$ cat config.mk
export PLATFORM = sky130hd
export DESIGN_NAME = change_capture_fifo
export DESIGN_NICKNAME = d
export VERILOG_FILES = /design/src/rtl/change_capture_pkg.sv /design/src/rtl/cap_fifo.sv /design/src/rtl/change_capture_fifo.sv
export SDC_FILE = /design/constraint.sdc
export NUM_CORES = 1
export LEC_CHECK = 0
export ABC_CLOCK_PERIOD_IN_PS = 4800
export BUFFER_PORTS_ARGS = -buffer_cell sky130_fd_sc_hd__buf_2
export CAP_MARGIN = 20
export CORE_MARGIN = 1.5
export CORE_UTILIZATION = 45
export CTS_CLUSTER_DIAMETER = 30
export DETAILED_ROUTE_END_ITERATION = 6
export PLACE_DENSITY_LB_ADDON = 0.08
export SLEW_MARGIN = 0
export SYNTH_ARGS = -nofsm -noshare
export SYNTH_HDL_FRONTEND = slang
export SYNTH_SLANG_ARGS = --single-unit
export TNS_END_PERCENT = 30
$ cat constraint.sdc
create_clock -name clock -period 4.8 [get_ports clock]
set_clock_uncertainty 0.15 [all_clocks]
set_input_delay 0.48 -clock clock [delete_from_list [all_inputs] [get_ports clock]]
set_output_delay 0.48 -clock clock [all_outputs]
set_load 0.005 [all_outputs]
$ cat src/rtl/change_capture_pkg.sv
// Shared types and sizing helpers for the change-capture FIFO.
// The drop counter option is controlled by CHANGE_CAPTURE_DROP_COUNT_EN, which the top level checks.
package change_capture_pkg;

  localparam int DATA_W_DEF = 4;
  localparam int TS_W_DEF   = 16;
  localparam int DEPTH_DEF  = 8;

  typedef struct packed {
    logic [TS_W_DEF-1:0]   ts;
    logic [DATA_W_DEF-1:0] q;
    logic [DATA_W_DEF-1:0] d;
  } cap_rec_t;

  // The occupancy counter must be able to hold DEPTH itself, not just DEPTH-1.
  function automatic int count_w(input int depth);
    return $clog2(depth) + 1;
  endfunction

endpackage

$ cat src/rtl/cap_fifo.sv
// Generic synchronous first-word-fall-through FIFO of capture records.
// Head data reads as zero while the FIFO is empty.
module cap_fifo
  import change_capture_pkg::*;
#(
  parameter type rec_t = cap_rec_t,
  parameter int  DEPTH = DEPTH_DEF
) (
  input  logic                      clock,
  input  logic                      reset,
  input  logic                      push,
  input  rec_t                      wr_data,
  input  logic                      pop,
  output rec_t                      rd_data,
  output logic                      full,
  output logic                      empty,
  output logic [count_w(DEPTH)-1:0] count
);

  localparam int AW = $clog2(DEPTH);
  localparam int CW = count_w(DEPTH);

  rec_t          mem [DEPTH];
  logic [AW-1:0] wr_ptr;
  logic [AW-1:0] rd_ptr;
  logic          do_push;
  logic          do_pop;

  assign full    = (count == CW'(DEPTH));
  assign empty   = (count == '0);
  assign do_pop  = pop && !empty;
  // When full, a same-cycle pop frees the slot the push writes into.
  assign do_push = push && (!full || do_pop);
  assign rd_data = empty ? rec_t'('0) : mem[rd_ptr];

  always_ff @(posedge clock) begin
    if (do_push) begin
      mem[wr_ptr] <= wr_data;
    end
  end

  always_ff @(posedge clock) begin
    if (reset) begin
      wr_ptr <= '0;
      rd_ptr <= '0;
      count  <= '0;
    end else begin
      if (do_push) begin
        wr_ptr <= wr_ptr + 1'b1;
      end
      if (do_pop) begin
        rd_ptr <= rd_ptr + 1'b1;
      end
      if (do_push && !do_pop) begin
        count <= count + 1'b1;
      end else if (do_pop && !do_push) begin
        count <= count - 1'b1;
      end
    end
  end

endmodule

$ cat src/rtl/change_capture_fifo.sv
// Value-change monitor for a q/d register pair: timestamped records go into a FWFT FIFO.
// Defining CHANGE_CAPTURE_DROP_COUNT_EN adds a saturating drop_count output.
module change_capture_fifo
  import change_capture_pkg::*;
#(
  parameter int DATA_W = DATA_W_DEF,
  parameter int TS_W   = TS_W_DEF,
  parameter int DEPTH  = DEPTH_DEF
) (
  input  logic                      clock,
  input  logic                      reset,
  input  logic [DATA_W-1:0]         q_in,
  input  logic [DATA_W-1:0]         d_in,
  output logic                      out_valid,
  input  logic                      out_ready,
  output logic [TS_W-1:0]           out_ts,
  output logic [DATA_W-1:0]         out_q,
  output logic [DATA_W-1:0]         out_d,
  output logic [count_w(DEPTH)-1:0] count,
  output logic                      overflow
`ifdef CHANGE_CAPTURE_DROP_COUNT_EN
  ,
  output logic [7:0]                drop_count
`endif
);

  typedef struct packed {
    logic [TS_W-1:0]   ts;
    logic [DATA_W-1:0] q;
    logic [DATA_W-1:0] d;
  } rec_t;

  logic [TS_W-1:0]   ts_now;
  logic              armed;
  logic [DATA_W-1:0] q_prev;
  logic [DATA_W-1:0] d_prev;
  logic              push_evt;
  logic              pop;
  logic              drop;
  logic              fifo_full;
  logic              fifo_empty;
  rec_t              new_rec;
  rec_t              head;

  assign push_evt  = armed && ((q_in != q_prev) || (d_in != d_prev));
  assign out_valid = !fifo_empty;
  assign pop       = out_valid && out_ready;
  assign drop      = push_evt && fifo_full && !pop;
  assign new_rec   = '{ts: ts_now, q: q_in, d: d_in};
  assign out_ts    = head.ts;
  assign out_q     = head.q;
  assign out_d     = head.d;

  // The first cycle out of reset only captures the baseline, since armed is still low.
  always_ff @(posedge clock) begin
    if (reset) begin
      ts_now <= '0;
      armed  <= 1'b0;
      q_prev <= '0;
      d_prev <= '0;
    end else begin
      ts_now <= ts_now + 1'b1;
      armed  <= 1'b1;
      q_prev <= q_in;
      d_prev <= d_in;
    end
  end

`ifdef CHANGE_CAPTURE_DROP_COUNT_EN
  always_ff @(posedge clock) begin
    if (reset) begin
      drop_count <= '0;
    end else if (drop && (drop_count != 8'hFF)) begin
      drop_count <= drop_count + 1'b1;
    end
  end

  assign overflow = (drop_count != 8'h00);
`else
  always_ff @(posedge clock) begin
    if (reset) begin
      overflow <= 1'b0;
    end else if (drop) begin
      overflow <= 1'b1;
    end
  end
`endif

  cap_fifo #(
    .rec_t (rec_t),
    .DEPTH (DEPTH)
  ) u_fifo (
    .clock   (clock),
    .reset   (reset),
    .push    (push_evt),
    .wr_data (new_rec),
    .pop     (pop),
    .rd_data (head),
    .full    (fifo_full),
    .empty   (fifo_empty),
    .count   (count)
  );

endmodule

**Word-level counts from Yosys, hierarchy flattened**

Memories as Yosys holds them, arrays and structs flattened. A register that Yosys moved wholly into a read port is not among the register bits.
Cells that the tools add are included.

- Input port bits: 11
- Word-level logic and storage cells: 42
- Memory bits (writable): 192
- Memories kept: 1
- Bits in registers: 36
- Output and inout bits: 30

Memories:

| memory | depth | bits a word | read ports | clocked after memory_dff | write ports | RTL line | source |
|---|---|---|---|---|---|---|---|
| u_fifo.mem | 8 | 24 | 1 | 1 | 1 | cap_fifo.sv:23 | `rec_t mem [DEPTH];` |

- Add/sub/neg operators: 5
- Equality and inequality tests: 3
- Reduce and logical (&&, ||, !) cells: 17
- Multiplexer cells: 8

Operator list:

| operator | number |
|---|---|
| 2-to-1 mux 24 bit | 1 |
| adder 16 x 1 -> 16 bit, second input constant | 1 |
| logical AND 1 bit | 8 |
| 2-to-1 mux 4 bit | 2 |
| != test 4 bit | 2 |
| adder 3 x 1 -> 3 bit, second input constant | 2 |
| 2-to-1 mux 3 bit | 2 |
| logical NOT 1 bit | 5 |
| adder 4 x 1 -> 4 bit, second input constant | 1 |
| == test 4 bit, second input constant | 1 |
| logical NOT 4 bit | 1 |
| subtractor 4 x 1 -> 4 bit, second input constant | 1 |
| 2-to-1 mux 1 bit | 3 |
| logical OR 1 bit | 2 |
| nonzero test 2 bit | 1 |

**Logic depth before layout (Yosys ltp)**

Gate-level depths: netlist (run 1).

- Word-level depth: 10
- Gate-level depth with buffers: 11
- Mapped depth without buffers: 11

**Hierarchy**

From an unflattened synthesis (run 1), not the netlist that was laid out.

- Cell total of the unflattened synthesis: 489
- Area, all modules: 8,992.4 um2

Modules (own cells, without submodules):

| module | seq. area each (um2) | times used | area each (um2) | cells an instance |
|---|---|---|---|---|
| cap_fifo | 6,025.8 | 1 | 7,930.1 | 374 |
| change_capture_fifo | 520.5 | 1 | 1,062.3 | 115 |

**Least setup slack after synthesis (run 1)**

Ideal clock, no wire load.

- Path kind: reg2reg
- Start point: reg u_fifo.count[0]
- End point: mem u_fifo.mem[2][0] (netlist bit) (enable)
- Data arrival time: 3.522 ns
- Path buffers: 1
- Slack: 0.662 ns
- Required time: 4.184 ns
- Library setup time: 0.466 ns
- Period minus slack after synthesis: 4.138 ns
- Stages on the path, launching flop included: 6
- Cells stage by stage: dfxtp_1 or3_1 o21ai_0 o21ba_2 buf_2 nor4bb_1

- Longest elaborated chain between the ends: 8
- Elaborated cells between the ends (all ways): 10
- Those cells by class: eq/ne (1); mux (2); reduce/logical (7)

RTL lines:

| element | RTL line | source |
|---|---|---|
| from (decl) | cap_fifo.sv:17 | `output logic [count_w(DEPTH)-1:0] count` |
| from (signal assigned) | cap_fifo.sv:55 | `count <= count + 1'b1;` |
| from (signal assigned) | cap_fifo.sv:57 | `count <= count - 1'b1;` |
| logical NOT 4 bit | cap_fifo.sv:30 | `assign empty = (count == '0);` |
| logical NOT 1 bit | cap_fifo.sv:31, change_capture_fifo.sv:46 |  |
| logical AND 1 bit | change_capture_fifo.sv:47 | `assign pop = out_valid && out_ready;` |
| logical AND 1 bit | cap_fifo.sv:31 | `assign do_pop = pop && !empty;` |
| logical OR 1 bit * | cap_fifo.sv:33 | `assign do_push = push && (!full \|\| do_pop);` |
| logical AND 1 bit * | cap_fifo.sv:33 |  |
| net u_fifo.do_push | cap_fifo.sv:26 | `logic do_push;` |
| 2-to-1 mux 1 bit * | cap_fifo.sv:37 | `if (do_push) begin` |
| 2-to-1 mux 1 bit (not written as such) * | cap_fifo.sv:38 | `mem[wr_ptr] <= wr_data;` |
| to (decl) | cap_fifo.sv:23 |  |

The timed path passes the listed nets; every way through them passes the cells marked *.

**Final worst setup path (run 1)**

- Start point: reg u_fifo.count[0]
- End point: reg u_fifo.count[3]

- Longest elaborated chain between the ends: 9
- Elaborated cells between the ends (all ways): 17
- Those cells by class: add/sub (2); eq/ne (1); mux (2); reduce/logical (12)

RTL lines:

| element | RTL line | source |
|---|---|---|
| logical NOT 4 bit | cap_fifo.sv:30 |  |
| logical NOT 1 bit | cap_fifo.sv:31, change_capture_fifo.sv:46 |  |
| logical AND 1 bit | change_capture_fifo.sv:47 |  |
| logical AND 1 bit | cap_fifo.sv:31 |  |
| logical OR 1 bit | cap_fifo.sv:33 |  |
| logical AND 1 bit | cap_fifo.sv:33 |  |
| logical NOT 1 bit | cap_fifo.sv:56 | `end else if (do_pop && !do_push) begin` |
| logical AND 1 bit | cap_fifo.sv:56 |  |
| nonzero test 2 bit (no line) | -- |  |

Several ways; a longest one is shown, not always the timed one. The select of a mux whose other input is x is not followed.
A chain may end at the register's enable or synchronous reset.

==> results_dict.tcl, run 1 <==
set metrics [dict create \
    wl_per_cell_um 20.5 \
    place.gp.congestion 0.739 \
    cellLeakagePower_uw 0.00365 \
    rsz0062_at_grt "no" \
    finalSetupViolations 0 \
    yosys.cell_count.top_type "edfxtp_1" \
    ys_seq_area_share_pct 72.9 \
    place_area_um2 9520 \
    tritoncts "done" \
    dr_total_vias 4468 \
    io_pins 41 \
    htreeDepth 2 \
    die_y_um 144 \
    cp.arrival_ns 3.54 \
    post-dp-hpwl_um 9530 \
    post-route-min-period_ns 3.30 \
    worstSetupPathType "flop to flop" \
    yosysWarnings 0 \
    ys.flop_type "edfxtp_1" \
    numCtsBuffers 38 \
    cts.sinks 231 \
    grt.total_usage_pct 17.8 \
    clock_latency_ns 0.50 \
    final_core_util_pct 55.5 \
    required_ns 5.03 \
    grt_first_pass_wirelength_um 26800 \
    dpl_worst_slack_ns 1.51 \
    synth-async-reset-ratio_pct 0 \
    power_density_nw_per_um2 571 \
    row_count 51 \
    final_nets 575 \
    diodes 0 \
    core_area_um2 19500 \
    synth.avg_cell_area_um2 18.4 \
    initial_utilization_pct 46.0 \
    grt-ovfl-total 0 \
    r2r_end "u_fifo.count[3]" \
    cts_hold_buf 0 \
    crit_path_end_kind "flop" \
    ff2ff_path_depth 12 \
    grt_pass1_vias 4678 \
    clk_pin_slew_ns 0.05 \
    dieWidth_um 144 \
    ctsResizeCount 0 \
    cts_setup_buffers 0 \
    clk_path_buf_depth 3 \
    hold_start "q_in[2]" \
    finalPower_uw 6190 \
    max_freq_mhz 303 \
    status "complete, no violations" \
    syn2layout_area_growth_pct 20.8 \
    wl_um 17400 \
    io_buffers 40 \
    crit_fanout 25 \
    final.setup.tns_ns 0 \
    cts-root-buf "clkbuf_16" \
    antenna_found_initial 0 \
    hold_path.class "input port to flop" \
    syn_nets 506 \
    finalHoldViolations 0 \
    finalCritPeriodShare_pct 68.8 \
    vias_per_cell 5.26 \
    rrSetupSlack_ns 1.50 \
    layout-drive-gt1-share_pct 29.7 \
    tightest_slew_ns 0.977 \
    setup_slack_ns 1.50 \
    final_area_um2 10800 \
    synthCells 488 \
    worstReg2RegStart "u_fifo.count[0]" \
    ys_types 40 \
    ir_worst_vdd_uv 334 \
    grt_max_degree 49 \
    max-cap-violations 0 \
    drv_slew 0 \
    ant_nets 0 \
    synth_top_cells_by_area "edfxtp_1 (64%), mux4_2 (12%), dfxtp_1 (8.7%)" \
    relSlewSlack_pct 34.9 \
    synth_area_leader_cell "edfxtp_1" \
    drc 0 \
    netlist_area_um2 8980 \
    ys_top_cells_by_count "edfxtp_1 (192), mux4_2 (48), nor2_1 (46), dfxtp_1 (39), mux2i_1 (27)" \
    dr.pass1.iters 4 \
    hold_path_depth 1 \
    ys_ff_latch 231 \
    dieArea_um2 20800 \
    drt-initial-drc-count 202 \
    synth-edff-count 192 \
    synth_top_area_share_pct 64.2 \
    hold_end "u_fifo.mem[2][6]" \
    startpoint_type "flop" \
]
-- power by group --
group	total [uW]	internal [uW]	switching (uW)	leakage, uW
combinational	1140	584	556	0.000927
clock	2650	1770	879	0.000619
sequential	2410	2280	130	0.00210
-- flip-flops by register name (all words and copies together) (netlist names), named ones only --
| name | cells |
|---|---|
| q_prev | 4 |
| overflow | 1 |
| u_fifo.wr_ptr | 3 |
| u_fifo.count | 4 |
| u_fifo.mem | 192 |
| d_prev | 4 |
| armed | 1 |
| ts_now | 16 |
| u_fifo.rd_ptr | 3 |
-- layer usage --
layer  up-vias  share of wire [%]  GRT usage [%]
met3        27                4.4           4.21
li1       2074                  -              -
met4         0                1.8           6.01
met5         -                  0              0
met1      2285                 45           23.0
met2        82                 49           29.8
-- how the worst max path moves through the flow --
stage                    startpoint                to  cells past startpoint
detailed placement  u_fifo.count[0]   u_fifo.count[3]                     12
global route        u_fifo.count[0]   u_fifo.count[3]                     12
global placement    u_fifo.count[0]   u_fifo.count[3]                     12
finish              u_fifo.count[0]   u_fifo.count[3]                     12
floorplan           u_fifo.count[0]  u_fifo.mem[2][0]                      5
CTS                            flop         out_ts[8]                      4
-- cells in the final DEF, fill, tap and decap left out, types with 2 or more instances in the layout --
| cell type | n |
|---|---|
| nand3_1 | 7 |
| or3_1 | 6 |
| xnor2_1 | 13 |
| nand4_1 | 5 |
| nor4bb_4 | 2 |
| nor2b_1 | 12 |
| clkbuf_8 | 4 |
| nand2_1 | 8 |
| mux2_2 | 3 |
| xor2_1 | 6 |
| inv_1 | 6 |
| buf_4 | 9 |
| edfxtp_1 | 192 |
| clkinvlp_4 | 5 |
| clkbuf_1 | 3 |
| clkbuf_16 | 41 |
| and4b_1 | 3 |
| ha_1 | 6 |
| clkinv_1 | 4 |
| a21oi_1 | 11 |
| bufinv_16 | 3 |
| nor4_1 | 2 |
| clkinv_4 | 3 |
| dfxtp_1 | 36 |
| dfxtp_2 | 2 |
| buf_2 | 40 |
| o21ai_0 | 8 |
| mux4_2 | 48 |
| clkinv_2 | 4 |
| nor2_1 | 46 |
| mux2i_1 | 27 |
-- stage by stage --
step,hold WS (ns),instances
detailed placement,0.291,781
floorplan,0.292,488
global placement,0.282,781
CTS,0.133,849
global route,0.140,850
finish,0.141,850
-- worst max-delay path: stages, from the launching register on --
cell     delay [ns]
dfxtp_1        0.36
or3_1          0.44
nor2_2         0.10
buf_4          0.36
inv_1          0.15
nand2_1        0.15
ha_1           0.18
inv_1          0.10
ha_1           0.29
a21o_1         0.17
a21oi_1        0.18
mux2i_1        0.21
mux2_2         0.34
-- logic make-up (layout without fill, tap and decap cells) --
kind of cell	count (synthesis)	count (layout)	synth area share [%]
and+or+nand+nor	102	102	5.94
adders and majority gates	7	7	1.06
muxes	78	78	15.4
buffers and inverters	27	124	1.25
DFF	231	231	72.9
AOI/OAI and AO/OA	24	24	1.53
xor gates and xnor gates	19	19	1.85
-- area by class of cell --
| cell class | instances | area, um^2 |
|---|---|---|
| Timing Repair Buffer | 50 | 295 |
| Multi-Input combinational cell | 230 | 2350 |
| Clock buffer | 48 | 1090 |
| Inverter | 6 | 22.5 |
| Clock inverter | 20 | 198 |
| Tap cell | 265 | 332 |
| Sequential cell | 231 | 6550 |
| Fill cell | 1562 | 8690 |
No activity file was read; power rests on OpenSTA's default activity.
==> run 2, diff against run 1 <==
--- a/config.mk
+++ b/config.mk
@@ -5,7 +5,7 @@
 export SDC_FILE = /design/constraint.sdc
 export NUM_CORES = 1
 export LEC_CHECK = 0
-export ABC_CLOCK_PERIOD_IN_PS = 4800
+export ABC_CLOCK_PERIOD_IN_PS = 3400
 export BUFFER_PORTS_ARGS = -buffer_cell sky130_fd_sc_hd__buf_2
 export CAP_MARGIN = 20
 export CORE_MARGIN = 1.5
==> constraint.sdc (replaced) <==
create_clock -name clock -period 3.4 [get_ports clock]
set_clock_uncertainty 0.15 [all_clocks]
set_input_delay 0.34 -clock clock [delete_from_list [all_inputs] [get_ports clock]]
set_output_delay 0.34 -clock clock [all_outputs]
set_load 0.005 [all_outputs]
==> run 2 against run 1 <==
Against the previous run:
- utilization increased by 1.6 points
- first-iteration DRC count grew 58%
- flip-flop and latch count unchanged
- routed wire length is 2.3% higher
==> results_dict.tcl, run 2 (same netlist as run 1, synthesis figures left out) <==
set metrics [dict create \
    cp_slowest_cell "dlygate4sd3_1" \
    max_freq_mhz 324 \
    htreeDepth 2 \
    crit_buf_inv 3 \
    rsz0062_at_grt "no" \
    cp-startpoint "d_in[2]" \
    finalHoldViolations 0 \
    final_cell_mix "edfxtp_1 (192), mux4_2 (48), nor2_1 (46)" \
    dr.pass1.iters 4 \
    grt_max_degree 49 \
    routedLengthMet1_um 7970 \
    grt.total_usage_pct 18.1 \
    ant_nets 0 \
    critical-path-top-delay-family "buffers and inverters" \
    wl_met3_um 630 \
    die_y_um 144 \
    initial_utilization_pct 46.0 \
    io_pins 41 \
    final_common_cell "edfxtp_1" \
    worstSetupEndpoint "u_fifo.count[3]" \
    setup_slack_ns 0.309 \
    worstReg2RegStart "u_fifo.count[0]" \
    rrSetupSlack_ns 0.38 \
    crit_chain "dlygate4sd3_1, buf_2, xnor2_1, nand4_1, o21ba_2, ha_1, inv_1, ha_1, a21o_1, a21oi_1, mux2i_1, mux2_2" \
    syn2layout_area_growth_pct 24.2 \
    cts-root-buf "clkbuf_16" \
    cts.sinks 231 \
    largest_reg_flops 192 \
    clk_path_buf_depth 3 \
    wl_per_cell_um 20.2 \
    post-route-min-period_ns 3.09 \
    status "complete, no violations" \
    core_area_um2 19500 \
    cp.arrival_ns 3.35 \
    drc 0 \
    required_ns 3.66 \
    cts_setup_buffers 0 \
    final_nets 601 \
    fillers 1558 \
    wl_um 17800 \
    tightest_slew_ns 0.780 \
    grt-ovfl-total 0 \
    drv_slew 0 \
    worstSetupPathType "input port to flop" \
    drt-initial-drc-count 319 \
    crit_top_cell "ha_1" \
    post-dp-hpwl_um 10400 \
    dieWidth_um 144 \
    tritoncts "done" \
    vias_per_cell 5.21 \
    io_buffers 40 \
    r2r_end "u_fifo.count[3]" \
    power_density_nw_per_um2 812 \
    dpl.cell_count 795 \
    relSlewSlack_pct 48.0 \
    max-cap-violations 0 \
    finalPower_uw 9050 \
    cellLeakagePower_uw 0.00381 \
    final_cells 883 \
    row_count 51 \
    max_stage_delay_ns 0.53 \
    diodes 0 \
    startpoint_type "input port" \
    ir_worst_vdd_uv 571 \
    clk_pin_slew_ns 0.05 \
    crit_fanout 11 \
    dr.max_layer_used "met4" \
    grt_pass1_vias 4838 \
    top_register "u_fifo.mem" \
    finalCritPeriodShare_pct 90.9 \
    hold_path.class "input port to flop" \
    top_regs "u_fifo.mem: 192 flops, ts_now: 16 flops" \
    antenna_found_initial 0 \
    dpl_worst_slack_ns 0.380 \
    ff2ff_path_depth 10 \
    grt_first_pass_wirelength_um 27400 \
    dr_total_vias 4599 \
    numCtsBuffers 43 \
    crit_path_end_kind "flop" \
    place.gp.congestion 0.808 \
    layout-drive-gt1-share_pct 31.1 \
    dieArea_um2 20800 \
    route.met2.wl_um 8860 \
    finalSetupViolations 0 \
    cp.depth 12 \
    clock_latency_ns 0.52 \
]
## run 2: changes by cell type in the layout (fill, tap and decap cells not counted), sizes merged
cell         delta
clkinv          +3
dlygate4sd3     +8
clkbuf          +3
clkinvlp        -1
buf            +13
bufinv          +1
inv             +6
## run 2: worst reg2reg max path, cell delays in order, from the launching register on
cell and delay [ns]:
dfxtp_1 0.37, or3_1 0.44, o21ai_0 0.17, o21ba_2 0.25
ha_1 0.24, inv_1 0.13, ha_1 0.25, a21o_1 0.19
a21oi_1 0.17, mux2i_1 0.21, mux2_2 0.34
## run 2: area by class of cell
class / instances / area, um^2 / share of cell area [%]
Clock buffer: 51 / 1110 / 9.92
Clock inverter: 29 / 287 / 2.57
Inverter: 6 / 22.5 / 0.202
Multi-Input combinational cell: 230 / 2350 / 21.1
Sequential cell: 231 / 6550 / 58.8
Tap cell: 265 / 332 / 2.97
Timing Repair Buffer: 71 / 503 / 4.51
## run 2: worst min path at each step
stage                         from                to  slack [ns]  depth (start not counted)
after CTS                  q_in[2]  u_fifo.mem[6][6]       0.002                          1
after global routing       q_in[2]  u_fifo.mem[5][6]        0.03                          1
after global placement    overflow          overflow        0.29                          2
final                      q_in[2]  u_fifo.mem[6][6]        0.02                          1
after floorplan            d_in[0]  u_fifo.mem[0][0]        0.29                          0
after detailed placement  overflow          overflow        0.28                          2
## run 2: per-stage QoR
step	hold slack, ns	utilization (%)	setup TNS [ns]	cell area (um^2)
2_1_floorplan	0.289	-	-15.74	8980
3_5_place_dp	0.285	49.6	0	9680
6_report	0.0231	57.1	0	11100
5_1_grt	0.0255	57.1	0	11100
4_1_cts	0.00207	57.1	0	11100
3_3_place_gp	0.286	49.6	0	9680
## run 2: timing repair
item	CTS	global route
gates resized for setup	0	0
hold endpoints to repair	51	0
hold buffers	8	0
## run 2: per-layer routing
metal,vias up,global-route usage (%)
li1,2132,-
met1,2336,24.0
met2,97,29.7
met3,34,3.68
met4,0,6.70
met5,-,0
## run 2: power breakdown
group	total, uW	internal, uW	switching, uW
registers	3350	3220	133
clock network	4010	2640	1370
logic	1690	845	850
total	9050	6700	2350
